`src/rtl/fwd_hazard_unit_if.sv`:
```
// fwd_hazard_unit_if: the signals between the ID/EX control logic and the
// forwarding / load-use hazard unit.
// With FWD_HAZARD_STATS_EN defined the bundle also carries the two
// statistics counters, stall_cycles and fwd_events.
//
// Handshake contract: the ID stage offers an instruction whenever id_valid
// is high. The instruction is accepted into EX on a rising edge where
// hold=0, stall=0 and flush=0. While stall is high the ID stage must keep
// presenting the same instruction. flush discards the offered instruction
// without accepting it. hold freezes every stage, including the unit's slots.
interface fwd_hazard_unit_if #(
  parameter int ADDR_W = 5,
  parameter int DEPTH  = 2,
  parameter int FWD_W  = $clog2(DEPTH + 1)
);
  // ID stage instruction and pipeline control
  logic              id_valid;
  logic [ADDR_W-1:0] id_rs;
  logic [ADDR_W-1:0] id_rt;
  logic              id_uses_rs;
  logic              id_uses_rt;
  logic [ADDR_W-1:0] id_rd;
  logic              id_reg_write;
  logic              id_mem_read;
  logic              flush;
  logic              hold;

  // Results back to the EX operand muxes and the fetch/decode stages
  logic [FWD_W-1:0]  forward_a;
  logic [FWD_W-1:0]  forward_b;
  logic              stall;

`ifdef FWD_HAZARD_STATS_EN
  logic [31:0]       stall_cycles;
  logic [31:0]       fwd_events;

  modport master (
    output id_valid, id_rs, id_rt, id_uses_rs, id_uses_rt, id_rd,
    output id_reg_write, id_mem_read, flush, hold,
    input  forward_a, forward_b, stall, stall_cycles, fwd_events
  );

  modport slave (
    input  id_valid, id_rs, id_rt, id_uses_rs, id_uses_rt, id_rd,
    input  id_reg_write, id_mem_read, flush, hold,
    output forward_a, forward_b, stall, stall_cycles, fwd_events
  );
`else
  modport master (
    output id_valid, id_rs, id_rt, id_uses_rs, id_uses_rt, id_rd,
    output id_reg_write, id_mem_read, flush, hold,
    input  forward_a, forward_b, stall
  );

  modport slave (
    input  id_valid, id_rs, id_rt, id_uses_rs, id_uses_rt, id_rd,
    input  id_reg_write, id_mem_read, flush, hold,
    output forward_a, forward_b, stall
  );
`endif
endinterface

```
`src/rtl/fwd_hazard_unit.sv`:
```
// fwd_hazard_unit: forwarding and load-use hazard unit for the pipelined
// MIPS core.
//
// The unit keeps a shadow copy of every instruction between EX and
// write-back. It holds these in slots 0..DEPTH. Slot 0 is the instruction
// now in EX, slot 1 is EX/MEM, slot 2 is MEM/WB, and so on.
// From the slots it produces:
//   - forward_a / forward_b: priority-encoded bypass selects for the EX
//     operands. 0 means the register file; k means the result held by slot k.
//     The youngest matching producer wins.
//   - stall: asserted while the ID instruction reads the destination of a
//     load that is still inside the first LOAD_LAT slots.
// A stall turns slot 0 into a bubble. The load then moves down the slots
// and the stall ends by itself, so the unit needs no stall counter.
//
// Optional feature: define FWD_HAZARD_STATS_EN to add two saturating
// counters, stall_cycles and fwd_events, to the interface.
//
// Legal parameter ranges: DEPTH 1..6, LOAD_LAT 1..DEPTH.
module fwd_hazard_unit #(
  parameter int ADDR_W   = 5,
  parameter int DEPTH    = 2,
  parameter int LOAD_LAT = 1,
  parameter int FWD_W    = $clog2(DEPTH + 1)
) (
  input logic              clk,
  input logic              reset,
  fwd_hazard_unit_if.slave bus
);

  // One shadow entry. Later slots keep rs/rt only to stay a copy of
  // slot 0; forwarding reads sources from slot 0 alone.
  typedef struct packed {
    logic              valid;
    logic              reg_write;
    logic              mem_read;
    logic [ADDR_W-1:0] rd;
    logic [ADDR_W-1:0] rs;
    logic [ADDR_W-1:0] rt;
  } slot_t;

  slot_t             slots [DEPTH+1];
  slot_t             id_slot;
  logic [DEPTH:0]    producer;
  logic [FWD_W-1:0]  fwd_a;
  logic [FWD_W-1:0]  fwd_b;
  logic              load_use;
  logic              stall_int;
  logic              capture;

  // A slot is a usable producer when it is a real instruction that writes
  // a register other than $0. Writes to $0 are discarded by the register
  // file, so they must never be forwarded.
  always_comb begin
    producer = '0;
    for (int k = 0; k <= DEPTH; k++) begin
      producer[k] = slots[k].valid & slots[k].reg_write &
                    (slots[k].rd != '0);
    end
  end

  // Operand A bypass: the loop walks from the oldest slot to the youngest,
  // so the last match, which is the smallest k, wins.
  always_comb begin
    fwd_a = '0;
    if (slots[0].valid) begin
      for (int k = DEPTH; k >= 1; k--) begin
        if (producer[k] && (slots[k].rd == slots[0].rs)) begin
          fwd_a = FWD_W'(k);
        end
      end
    end
  end

  // Operand B bypass: same priority as A, evaluated independently on rt
  always_comb begin
    fwd_b = '0;
    if (slots[0].valid) begin
      for (int k = DEPTH; k >= 1; k--) begin
        if (producer[k] && (slots[k].rd == slots[0].rt)) begin
          fwd_b = FWD_W'(k);
        end
      end
    end
  end

  // Load-use detection. A load in slot j < LOAD_LAT has not yet produced
  // forwardable data. The ID instruction must wait if it actually reads
  // that load's destination.
  always_comb begin
    load_use = 1'b0;
    for (int j = 0; j < LOAD_LAT; j++) begin
      if (producer[j] && slots[j].mem_read &&
          ((bus.id_uses_rs && (bus.id_rs == slots[j].rd)) ||
           (bus.id_uses_rt && (bus.id_rt == slots[j].rd)))) begin
        load_use = 1'b1;
      end
    end
  end

  // A flush kills the ID instruction, so it overrides any stall against it
  assign stall_int = load_use & bus.id_valid & ~bus.flush;
  assign capture   = bus.id_valid & ~stall_int & ~bus.flush;

  // Next contents of slot 0. A bubble is fully zeroed, which keeps the
  // shadow state easy to read in a waveform.
  always_comb begin
    id_slot = '0;
    if (capture) begin
      id_slot.valid     = 1'b1;
      id_slot.reg_write = bus.id_reg_write;
      id_slot.mem_read  = bus.id_mem_read;
      id_slot.rd        = bus.id_rd;
      id_slot.rs        = bus.id_rs;
      id_slot.rt        = bus.id_rt;
    end
  end

  // Slot pipeline. It advances on every edge that is not frozen by hold.
  // Reset discards all in-flight state at once.
  always_ff @(posedge clk or negedge reset) begin
    if (!reset) begin
      for (int k = 0; k <= DEPTH; k++) begin
        slots[k] <= '0;
      end
    end else if (!bus.hold) begin
      for (int k = 1; k <= DEPTH; k++) begin
        slots[k] <= slots[k-1];
      end
      slots[0] <= id_slot;
    end
  end

  assign bus.forward_a = fwd_a;
  assign bus.forward_b = fwd_b;
  assign bus.stall     = stall_int;

`ifdef FWD_HAZARD_STATS_EN
  logic [31:0] stall_cnt;
  logic [31:0] fwd_cnt;

  // Saturating counters of real stall cycles and of cycles that use a
  // bypass. Frozen cycles are not counted because nothing advances in them.
  always_ff @(posedge clk or negedge reset) begin
    if (!reset) begin
      stall_cnt <= '0;
      fwd_cnt   <= '0;
    end else if (!bus.hold) begin
      if (stall_int && (stall_cnt != 32'hFFFF_FFFF)) begin
        stall_cnt <= stall_cnt + 32'd1;
      end
      if (((fwd_a != '0) || (fwd_b != '0)) && (fwd_cnt != 32'hFFFF_FFFF)) begin
        fwd_cnt <= fwd_cnt + 32'd1;
      end
    end
  end

  assign bus.stall_cycles = stall_cnt;
  assign bus.fwd_events   = fwd_cnt;
`endif

endmodule

```
`src/flat_wrapper.sv`:
```
// flat-port wrapper written by rule: the top's interface ports become plain ports
module fwd_hazard_unit_flat 
#(
  parameter int ADDR_W   = 5,
  parameter int DEPTH    = 2,
  parameter int LOAD_LAT = 1,
  parameter int FWD_W    = $clog2(DEPTH + 1)
)
  (clk, reset, bus_id_valid, bus_id_rs, bus_id_rt, bus_id_uses_rs, bus_id_uses_rt, bus_id_rd, bus_id_reg_write, bus_id_mem_read, bus_flush, bus_hold, bus_forward_a, bus_forward_b, bus_stall);
  fwd_hazard_unit_if #(.ADDR_W(ADDR_W), .DEPTH(DEPTH), .FWD_W(FWD_W)) bus_i ();
  input logic clk;
  input logic reset;
  input wire logic [$bits(bus_i.id_valid)-1:0] bus_id_valid;
  input wire logic [$bits(bus_i.id_rs)-1:0] bus_id_rs;
  input wire logic [$bits(bus_i.id_rt)-1:0] bus_id_rt;
  input wire logic [$bits(bus_i.id_uses_rs)-1:0] bus_id_uses_rs;
  input wire logic [$bits(bus_i.id_uses_rt)-1:0] bus_id_uses_rt;
  input wire logic [$bits(bus_i.id_rd)-1:0] bus_id_rd;
  input wire logic [$bits(bus_i.id_reg_write)-1:0] bus_id_reg_write;
  input wire logic [$bits(bus_i.id_mem_read)-1:0] bus_id_mem_read;
  input wire logic [$bits(bus_i.flush)-1:0] bus_flush;
  input wire logic [$bits(bus_i.hold)-1:0] bus_hold;
  output wire logic [$bits(bus_i.forward_a)-1:0] bus_forward_a;
  output wire logic [$bits(bus_i.forward_b)-1:0] bus_forward_b;
  output wire logic [$bits(bus_i.stall)-1:0] bus_stall;
  assign bus_i.id_valid = bus_id_valid;
  assign bus_i.id_rs = bus_id_rs;
  assign bus_i.id_rt = bus_id_rt;
  assign bus_i.id_uses_rs = bus_id_uses_rs;
  assign bus_i.id_uses_rt = bus_id_uses_rt;
  assign bus_i.id_rd = bus_id_rd;
  assign bus_i.id_reg_write = bus_id_reg_write;
  assign bus_i.id_mem_read = bus_id_mem_read;
  assign bus_i.flush = bus_flush;
  assign bus_i.hold = bus_hold;
  assign bus_forward_a = bus_i.forward_a;
  assign bus_forward_b = bus_i.forward_b;
  assign bus_stall = bus_i.stall;
  fwd_hazard_unit #(.ADDR_W(ADDR_W), .DEPTH(DEPTH), .LOAD_LAT(LOAD_LAT), .FWD_W(FWD_W)) u_core (.clk(clk), .reset(reset), .bus(bus_i));
endmodule
```
`config.mk`:
```
export PLATFORM = sky130hd
export DESIGN_NAME = fwd_hazard_unit_flat
export DESIGN_NICKNAME = d
export VERILOG_FILES = /design/src/rtl/fwd_hazard_unit_if.sv /design/src/rtl/fwd_hazard_unit.sv /design/src/flat_wrapper.sv
export SDC_FILE = /design/constraint.sdc
export NUM_CORES = 1
export LEC_CHECK = 0
export ABC_CLOCK_PERIOD_IN_PS = 3200
export BUFFER_PORTS_ARGS = -buffer_cell sky130_fd_sc_hd__buf_2
export CELL_PAD_IN_SITES_DETAIL_PLACEMENT = 0
export CELL_PAD_IN_SITES_GLOBAL_PLACEMENT = 1
export CORE_ASPECT_RATIO = 2
export CORE_MARGIN = 1.5
export CORE_UTILIZATION = 40
export DETAILED_ROUTE_END_ITERATION = 16
export PLACE_DENSITY = 0.73
export SKIP_LAST_GASP = 1
export SLEW_MARGIN = 40
export SYNTH_ARGS = -nofsm -noshare
export SYNTH_HDL_FRONTEND = slang
export SYNTH_SLANG_ARGS = --single-unit
```
`constraint.sdc`:
```
create_clock -name clk -period 3.2 [get_ports clk]
set_input_delay 0.64 -clock clk [delete_from_list [all_inputs] [get_ports clk]]
set_output_delay 0.64 -clock clk [all_outputs]
set_load 0.005 [all_outputs]
```
==> qor.csv, run 1 <==
stage,metric,value,unit
die,die area,4960,um^2
clock_tree,Post-CTS Setup Repair Bufs,0,
setup_path,Critical Path Start Type,register,
clock_tree,H-tree depth,2,
power_and_ir_drop,combinational group share of total power,18.0,%
power_and_ir_drop,clock power share,34.0,%
die,Initial Utilization,41.7,%
sta,relative slew slack,61.5,%
detailed_routing,WL/cell,17.7,um
power_and_ir_drop,Sw Share,27.4,%
logic_synthesis,asr flop ratio synth,100,%
sta,Hold WS,0.217,ns
finish,Non-Filler Instances,248,
clock_tree,Clock Sink Count,32,
logic_synthesis,yosys warns,0,
setup_path,worst-path maximum fanout,19,
setup_path,reg2reg start,u_core.slots[47],
detailed_routing,Top Layer Used,met4,
sta,final setup vio count,0,
sta,Max Transition Viols Final,0,
finish,register bank with the most flops,u_core.slots,
detailed_routing,wire length on met3,89,um
finish,largest registers,u_core.slots (32),
place,post-placement cell count,239,
clock_tree,CTS tree,built,
sta,crit path time final,2.66,ns
clock_tree,# resized after CTS,0,
detailed_routing,DR iter-0 viols,32,
grt,first-pass GRT wire length,7410,um
logic_synthesis,sequential fraction of the synthesis area,44.3,%
power_and_ir_drop,VDD IR max,0.336,mV
finish,# fillers,427,
run_status,status,completed,
logic_synthesis,"Avg Cell Area, Syn",11.1,um^2
detailed_routing,Post-Route WL,4380,um
detailed_routing,vias per inst,5.65,
logic_synthesis,synthesized cell area,1810,um^2
finish,fin nets,217,
die,Site Rows,34,
setup_path,Reg2Reg Setup Slack,1.30,ns
sta,Worst Slack Setup Final,0.542,ns
place,port bufs,28,
finish,number of flip-flops in the largest register,32,
power_and_ir_drop,Static Leak,0.935,nW
die,Die H,98.1,um
setup_path,CP Capture Type,primary output,
power_and_ir_drop,Power Dens Cells,512,nW/um^2
clock_tree,Worst-path clk slew,0.06,ns
die,Die Width,50.5,um
hold_path,worst hold path type,primary input to async pin,
finish,share of cells above drive strength 1,34.0,%
detailed_routing,remaining antenna violation count,0,
logic_synthesis,Post-synth EDFFs,0,
clock_tree,Skew-Pair Late Insertion Delay,0.28,ns
sta,Least-Margin Pin Slew,0.575,ns
power_and_ir_drop,Pint,0.791,mW
finish,Area Growth Syn to Fin,17.7,%
sta,clk_skew,0.00424,ns
finish,post-route cell area,2130,um^2
clock_tree,cts hold-fix bufs,0,
detailed_routing,DRC errors left,0,
logic_synthesis,Post-Syn Nets,187,
clock_tree,Num CTS Buffers,5,
die,core area,4340,um^2
logic_synthesis,synthesized flop and latch total,32,
grt,largest net degree at the start of global routing,37,
power_and_ir_drop,sequential power share,48.0,%
logic_synthesis,Cell variety after synth,26,
clock_tree,root buffer cell,clkbuf_8,
setup_path,crit path kind,register to primary output,
place,Post-DP Area,1990,um^2
setup_path,"Arr. time, crit path",2.02,ns
detailed_routing,met2 wire len,2500,um
power_and_ir_drop,Psw,0.298,mW
place,DP HPWL,3310,um
sta,fin crit share,83.1,%
setup_path,CP required,2.56,ns
place,GP Congestion,0.815,
die,I/O pins,29,
place,Place WS,0.848,ns
logic_synthesis,ys flop type,dfrtp_1,
sta,post-route setup TNS,0,ns
setup_path,r2r endpoint,u_core.slots[38],
detailed_routing,met1 wire length,1690,um
job,max_cap viols,0,
grt,number of global-route vias before repair,1523,
clock_tree,clk buf depth,2,
finish,Layout Utilization,49.0,%
setup_path,reg2reg path depth,4,
sta,Fmax,376,MHz
grt,grt ovf,0,
sta,unrepaired setup endpoints after global routing,false,
grt,Total Routing Usage GR,19.9,%
sta,number of hold violations in the final report,0,
finish,Inserted Diodes,0,
logic_synthesis,synthesized instance count,163,
detailed_routing,Pre-antenna DRT Iters,4,
detailed_routing,via count,1400,
grt,initial antenna violation count,0,
power_and_ir_drop,Tot Pwr,1.09,mW
## power by group through the flow
stage               Combinational [mW]  Clock, mW  Sequential, mW
floorplan                        0.141          0           0.506
detailed placement               0.194          0           0.531
global route                     0.219      0.403           0.529
global placement                 0.188          0           0.529
finish                           0.196      0.370           0.522
CTS                              0.195      0.385           0.524
## logic make-up after synthesis
family	synth area share (%)
AOI/OAI and AO/OA	18.3
and+or+nand+nor	11.1
DFF	44.3
xor gates and xnor gates	14.5
muxes	8.72
buffers and inverters	3.04
## synthesized netlist by cell type (2+ instances only)
cell type / count / area [um^2]
or4_1: 4 / 30.0
mux2_2: 14 / 158
o21ai_2: 9 / 78.8
nor4_1: 4 / 25.0
nand3_1: 2 / 10.0
xor2_1: 14 / 123
and2_1: 2 / 12.5
buf_2: 5 / 25.0
o21ai_1: 9 / 45.0
clkbuf_1: 3 / 11.3
a32oi_1: 17 / 149
dfrtp_1: 32 / 801
nand4_1: 2 / 12.5
nand2_1: 19 / 71.3
xnor2_1: 16 / 140
## critical path, stage by stage (launching register included)
cell and delay [ns]:
dfrtp_1 0.44, or4_4 0.57, o211ai_4 0.50, nor2b_1 0.09
buf_2 0.15
## worst max-delay path by stage
| stage | from | end | slack, ns | depth (start not counted) |
|---|---|---|---|---|
| 3_3_place_gp | u_core.slots[47] | bus_stall | 0.89 | 4 |
| 5_1_grt | u_core.slots[30] | bus_forward_b[1] | 0.34 | 5 |
| 2_1_floorplan | u_core.slots[30] | bus_forward_a[1] | 1.04 | 4 |
| 4_1_cts | u_core.slots[47] | bus_stall | 0.54 | 4 |
| 6_report | u_core.slots[47] | bus_stall | 0.54 | 4 |
| 3_5_place_dp | u_core.slots[47] | bus_stall | 0.85 | 4 |
## routing by layer
| metal | GRT usage, % | up-vias |
|---|---|---|
| met4 | 8.52 | 0 |
| met1 | 22.0 | 702 |
| li1 | - | 664 |
| met5 | 0 | - |
| met3 | 2.75 | 8 |
| met2 | 36.4 | 26 |
## layout by cell type, fill, tap and decap left out, types with 2 or more instances in the layout
cell type and n:
dfrtp_1 32, buf_2 28, nand2_1 19, a32oi_1 17, xnor2_1 16, xor2_1 14
mux2_2 14, o21ai_2 9, o21ai_1 9, clkbuf_8 5, or4_1 4, nor4_1 4
buf_4 3, nand3_1 2, and2_1 2, nand4_1 2
## final cells by class
cell class	count	area, um^2	area share (%)
Sequential cell	32	801	37.6
Inverter	1	3.75	0.176
Multi-Input combinational cell	121	958	45.0
Clock inverter	2	35.0	1.65
Clock buffer	6	72.6	3.41
Tap cell	54	67.6	3.17
Timing Repair Buffer	32	190	8.94
Power figures use the tool's default switching activity.
==> run 2, diff against run 1 <==
ABC_CLOCK_PERIOD_IN_PS = 2600   (was 3200)
clock period = 2.6 ns   (was 3.2 ns; I/O delays follow)
==> run 2 against run 1 <==
  * Clock skew decreased by 0.00055 ns
  * Final cell count unchanged
  * Clock power increased by 23%
  * Largest power group unchanged
==> qor.csv, run 2 (same netlist as run 1, synthesis figures left out) <==
stage,metric,value,unit,change
run_status,status,completed,,unchanged
detailed_routing,WL/cell,17.0,um,was 17.7 um
grt,Total Routing Usage GR,19.0,%,was 19.9%
setup_path,Critical Path Start Type,register,,unchanged
power_and_ir_drop,combinational group share of total power,17.6,%,was 18.0%
grt,number of global-route vias before repair,1435,,was 1523
finish,fin nets,217,,unchanged
grt,grt ovf,0,,unchanged
clock_tree,Clock Sink Count,32,,unchanged
finish,share of cells above drive strength 1,34.5,%,was 34.0%
setup_path,Reg2Reg Setup Slack,0.80,ns,was 1.30 ns
finish,Area Growth Syn to Fin,16.7,%,was 17.7%
clock_tree,cts hold-fix bufs,0,,unchanged
power_and_ir_drop,Sw Share,27.2,%,was 27.4%
setup_path,"Arr. time, crit path",1.93,ns,was 2.02 ns
sta,clk_skew,0.00369,ns,was 0.00424 ns
clock_tree,root buffer cell,clkbuf_8,,unchanged
power_and_ir_drop,clock power share,34.2,%,was 34.0%
clock_tree,Worst-path clk slew,0.06,ns,about the same
detailed_routing,remaining antenna violation count,0,,unchanged
setup_path,worst-path maximum fanout,4,,was 19
power_and_ir_drop,VDD IR max,0.478,mV,was 0.336 mV
sta,fin crit share,94.2,%,
finish,largest registers,u_core.slots (32),,unchanged
clock_tree,CTS tree,built,,unchanged
job,max_cap viols,0,,unchanged
hold_path,worst hold path type,primary input to async pin,,unchanged
detailed_routing,DR iter-0 viols,31,,was 32
power_and_ir_drop,Tot Pwr,1.33,mW,was 1.09 mW
sta,final setup vio count,0,,unchanged
sta,Fmax,408,MHz,
die,Initial Utilization,41.7,%,unchanged
sta,post-route setup TNS,0,ns,unchanged
finish,"most common cell after layout, fill and taps aside",dfrtp_1,,unchanged
detailed_routing,vias per inst,5.67,,was 5.65
clock_tree,clk buf depth,2,,unchanged
grt,largest net degree at the start of global routing,37,,unchanged
clock_tree,H-tree depth,2,,unchanged
grt,initial antenna violation count,0,,unchanged
die,Die H,98.1,um,unchanged
setup_path,CP startpoint,u_core.slots[10],,was u_core.slots[47]
setup_path,crit path kind,register to primary output,,unchanged
place,DP HPWL,3220,um,was 3310 um
die,Site Rows,34,,unchanged
sta,relative slew slack,54.8,%,was 61.5%
setup_path,CP Capture Type,primary output,,unchanged
power_and_ir_drop,Pint,0.970,mW,was 0.791 mW
sta,Least-Margin Pin Slew,0.677,ns,was 0.575 ns
detailed_routing,DRC errors left,0,,unchanged
die,core area,4340,um^2,unchanged
die,I/O pins,29,,unchanged
detailed_routing,Post-Route WL,4210,um,was 4380 um
sta,number of hold violations in the final report,0,,unchanged
sta,crit path time final,2.45,ns,
clock_tree,Skew-Pair Late Insertion Delay,0.28,ns,about the same
setup_path,r2r endpoint,u_core.slots[37],,was u_core.slots[38]
sta,unrepaired setup endpoints after global routing,false,,unchanged
place,GP Congestion,0.865,,was 0.815
power_and_ir_drop,Static Leak,0.925,nW,was 0.935 nW
finish,Inserted Diodes,0,,unchanged
finish,"commonest non-fill, non-tap cells in the layout","dfrtp_1, buf_2, nand2_1, a32oi_1, xnor2_1",,unchanged
detailed_routing,Pre-antenna DRT Iters,4,,unchanged
setup_path,reg2reg path depth,5,,was 4
die,die area,4960,um^2,unchanged
sta,Max Transition Viols Final,0,,unchanged
clock_tree,Num CTS Buffers,5,,unchanged
power_and_ir_drop,sequential power share,48.2,%,was 48.0%
clock_tree,Post-CTS Setup Repair Bufs,0,,unchanged
detailed_routing,via count,1405,,was 1400
place,port bufs,28,,unchanged
grt,first-pass GRT wire length,7000,um,was 7410 um
setup_path,reg2reg start,u_core.slots[47],,unchanged
finish,number of flip-flops in the largest register,32,,unchanged
finish,register bank with the most flops,u_core.slots,,unchanged
power_and_ir_drop,Power Dens Cells,632,nW/um^2,was 512 nW/um^2
setup_path,CP required,2.08,ns,was 2.56 ns
power_and_ir_drop,Psw,0.363,mW,was 0.298 mW
die,Die Width,50.5,um,unchanged
==> run 2: power groups by stage <==
stage / registers (mW) / clock network, mW / logic [mW]
6_report: 0.642 / 0.456 / 0.234
5_1_grt: 0.651 / 0.482 / 0.263
4_1_cts: 0.643 / 0.468 / 0.239
3_5_place_dp: 0.652 / 0 / 0.238
3_3_place_gp: 0.650 / 0 / 0.229
2_1_floorplan: 0.623 / 0 / 0.174
==> run 2: cell type report <==
cell class | count | area (um^2)
fill | 449 | 2230
multi-input combinational | 121 | 958
sequential | 32 | 802
timing repair buffer | 32 | 170
clock buffer | 6 | 72.6
tap | 54 | 67.6
clock inverter | 2 | 35.0
inverter | 1 | 3.75
==> run 2: what timing repair did <==
item / CTS / global route
resized for setup: 0 / 1
hold endpoints to repair: 0 / 0
setup endpoints to repair: 0 / 2
==> run 2: worst max path at each step <==
stage | end | slack (ns)
CTS | bus_forward_a[1] | 0.09
finish | bus_forward_b[1] | 0.15
global placement | bus_forward_a[1] | 0.43
detailed placement | bus_forward_b[1] | 0.40
global route | bus_forward_b[1] | 0.006
floorplan | bus_forward_a[1] | 0.56
==> run 2: routing by layer <==
layer | vias up | track usage (%) | routed length (um) | share of wire [%]
met3 | 8 | 3.21 | 106 | 2.5
li1 | 671 | - | - | -
met1 | 696 | 20.1 | 1580 | 38
met5 | - | 0 | 0 | 0
met4 | 0 | 8.52 | 100 | 2.4
met2 | 30 | 35.1 | 2420 | 57
==> run 2: stage by stage <==
step           setup slack (ns)  utilization, %  hold WS (ns)  instances  area, um^2
4_1_cts                  0.0923            48.6         0.305        248        2110
3_5_place_dp              0.405            46.1         0.501        240        2000
2_1_floorplan             0.564               -         0.224        163        1810
3_3_place_gp              0.428            46.1         0.477        240        2000
6_report                  0.150            48.6         0.277        248        2110
5_1_grt                 0.00634            48.6         0.319        248        2110
==> run 2: worst max-delay path: stages (launching register included) <==
cell       delay, ns
dfrtp_1         0.41
or4_1           0.15
o2111ai_1       0.11
or4_1           0.56
nor4_1          0.27
buf_2           0.16
==> run 3, diff against run 2 <==
RECOVER_POWER = 25   (was unset)
==> run 3 against run 2 <==
  * The flow now finishes with violations (capacitance limit, slew limit)
  * Maximum frequency is the same
  * Final area is essentially flat
  * Non-clock buffer count is the same
  * Clock power is essentially flat
  * Clock skew is essentially flat
  * Core utilization is essentially flat
  * Hold slack gained 0.20 ns
  * Sequential power is essentially flat
  * Largest cell class unchanged
==> qor.csv, run 3 (same netlist as run 1, synthesis figures left out) <==
stage,metric,value,unit,change
power_and_ir_drop,Static Leak,0.922,nW,was 0.925 nW
detailed_routing,Pre-antenna DRT Iters,4,,unchanged
clock_tree,Skew-Pair Late Insertion Delay,0.28,ns,about the same
sta,clk_skew,0.00369,ns,about the same
clock_tree,clk buf depth,2,,unchanged
sta,Max Transition Viols Final,33,,was 0
place,Post-DP Area,2000,um^2,unchanged
setup_path,CP Capture Type,primary output,,unchanged
setup_path,reg2reg start,u_core.slots[47],,unchanged
detailed_routing,via count,1404,,was 1405
power_and_ir_drop,Tot Pwr,1.33,mW,about the same
setup_path,buffers plus inverters on the worst setup path,1,,unchanged
sta,unrepaired setup endpoints after global routing,false,,unchanged
sta,Least-Margin Pin Slew,1.63,ns,was 0.677 ns
finish,"commonest non-fill, non-tap cells in the layout","dfrtp_1, buf_2, nand2_1, a32oi_1, xnor2_1",,unchanged
setup_path,worst-path maximum fanout,4,,unchanged
setup_path,Critical Path Start Type,register,,unchanged
setup_path,CP Depth,5,,unchanged
place,Place WS,0.405,ns,unchanged
finish,largest registers,u_core.slots (32),,unchanged
die,I/O pins,29,,unchanged
setup_path,reg2reg path depth,5,,unchanged
sta,final setup vio count,0,,unchanged
setup_path,CP required,2.08,ns,about the same
setup_path,cell-by-cell trace of the critical path,"or4_1, o2111ai_1, or4_1, nor4_1, buf_2",,unchanged
setup_path,"Arr. time, crit path",1.93,ns,about the same
clock_tree,Worst-path clk slew,0.06,ns,about the same
hold_path,worst hold path type,primary input to register,,was primary input to async pin
detailed_routing,WL/cell,17.0,um,about the same
setup_path,critical path capture point,bus_forward_b[1],,unchanged
clock_tree,cts hold-fix bufs,0,,unchanged
sta,crit path time final,2.45,ns,about the same
die,die area,4960,um^2,unchanged
grt,initial antenna violation count,0,,unchanged
finish,share of cells above drive strength 1,34.0,%,was 34.5%
finish,# fillers,450,,was 449
place,post-placement cell count,240,,unchanged
setup_path,r2r endpoint,u_core.slots[37],,unchanged
setup_path,family with the most delay on the worst path,simple AND/OR/NAND/NOR gates,,unchanged
grt,largest net degree at the start of global routing,37,,unchanged
detailed_routing,remaining antenna violation count,0,,unchanged
finish,Layout Utilization,48.6,%,about the same
power_and_ir_drop,Power Dens Cells,632,nW/um^2,about the same
detailed_routing,vias per inst,5.66,,was 5.67
setup_path,Reg2Reg Setup Slack,0.80,ns,about the same
sta,Fmax,408,MHz,unchanged
finish,register bank with the most flops,u_core.slots,,unchanged
finish,post-route cell area,2110,um^2,about the same
detailed_routing,Post-Route WL,4210,um,about the same
setup_path,"most used cell, CP",or4_1,,unchanged
sta,fin crit share,94.2,%,about the same
die,Die Width,50.5,um,unchanged
grt,Total Routing Usage GR,19.0,%,unchanged
setup_path,Crit-path slowest cell,or4_1,,unchanged
run_status,failing checks,"capacitance limit, slew limit",,
place,port bufs,28,,unchanged
sta,Hold WS,0.477,ns,was 0.277 ns
run_status,status,"complete, but fails checks",,was completed
grt,grt ovf,0,,unchanged
die,core area,4340,um^2,unchanged
setup_path,CP startpoint,u_core.slots[10],,unchanged
die,Initial Utilization,41.7,%,unchanged
detailed_routing,DRC errors left,0,,unchanged
finish,Non-Filler Instances,248,,unchanged
die,Die H,98.1,um,unchanged
sta,number of hold violations in the final report,0,,unchanged
detailed_routing,DR iter-0 viols,31,,unchanged
finish,Inserted Diodes,0,,unchanged
power_and_ir_drop,VDD IR max,0.478,mV,about the same
sta,post-route setup TNS,0,ns,unchanged
job,max_cap viols,1,,was 0
clock_tree,CTS tree,built,,unchanged
die,Site Rows,34,,unchanged
clock_tree,Clock Sink Count,32,,unchanged
finish,fin nets,217,,unchanged
finish,Area Growth Syn to Fin,16.6,%,was 16.7%
clock_tree,Num CTS Buffers,5,,unchanged
place,GP Congestion,0.865,,unchanged
setup_path,crit path kind,register to primary output,,unchanged
clock_tree,Post-CTS Setup Repair Bufs,0,,unchanged
sta,relative slew slack,-8.56,%,was 54.8%
finish,"most common cell after layout, fill and taps aside",dfrtp_1,,unchanged
grt,first-pass GRT wire length,7000,um,unchanged
finish,number of flip-flops in the largest register,32,,unchanged
clock_tree,H-tree depth,2,,unchanged
place,DP HPWL,3220,um,unchanged
clock_tree,root buffer cell,clkbuf_8,,unchanged
setup_path,biggest cell delay along the critical path,0.56,ns,about the same
grt,number of global-route vias before repair,1435,,unchanged
sta,Worst Slack Setup Final,0.150,ns,about the same
[run 3: repair_timing]
action / in CTS / in global routing
endpoints found under the setup margin: 0 / 2
resized for setup: 0 / 1
hold endpoints to repair: 0 / 0
[run 3: how the worst min path moves through the flow]
stage	start	slack [ns]	endpoint	cells past startpoint
floorplan	reset	0.22	u_core.slots[10]	0
global placement	u_core.slots[51]	0.48	u_core.slots[51]	2
detailed placement	u_core.slots[51]	0.50	u_core.slots[51]	2
CTS	reset	0.31	u_core.slots[38]	1
global route	bus_id_rd[1]	0.48	u_core.slots[47]	3
finish	bus_id_mem_read	0.48	u_core.slots[51]	3
[run 3: power by group]
group | switching (mW) | internal (mW) | total [mW]
sequential | 0.0837 | 0.558 | 0.642
combinational | 0.107 | 0.127 | 0.234
clock | 0.172 | 0.284 | 0.456
[run 3: worst min-delay path: stages]
cell     delay [ns]
buf_2          0.10
nand2_1        0.05
o21ai_1        0.05
[run 3: metal layers]
layer	track usage, %	routed length (um)	share of wire [%]	vias to the layer above
li1	-	-	-	671
met1	20.1	1570	37	697
met2	35.1	2420	57	28
met3	3.21	121	2.9	8
met4	8.52	100	2.4	0
met5	0	0	0	-
[run 3: area by class of cell]
type | instances | area, um^2 | area share [%]
clock inverter | 2 | 35.0 | 1.66
clock buffer | 6 | 72.6 | 3.44
sequential | 32 | 802 | 38.0
multi-input combinational | 121 | 958 | 45.5
inverter | 1 | 3.75 | 0.178
tap | 54 | 67.6 | 3.20
timing repair buffer | 32 | 169 | 8.01
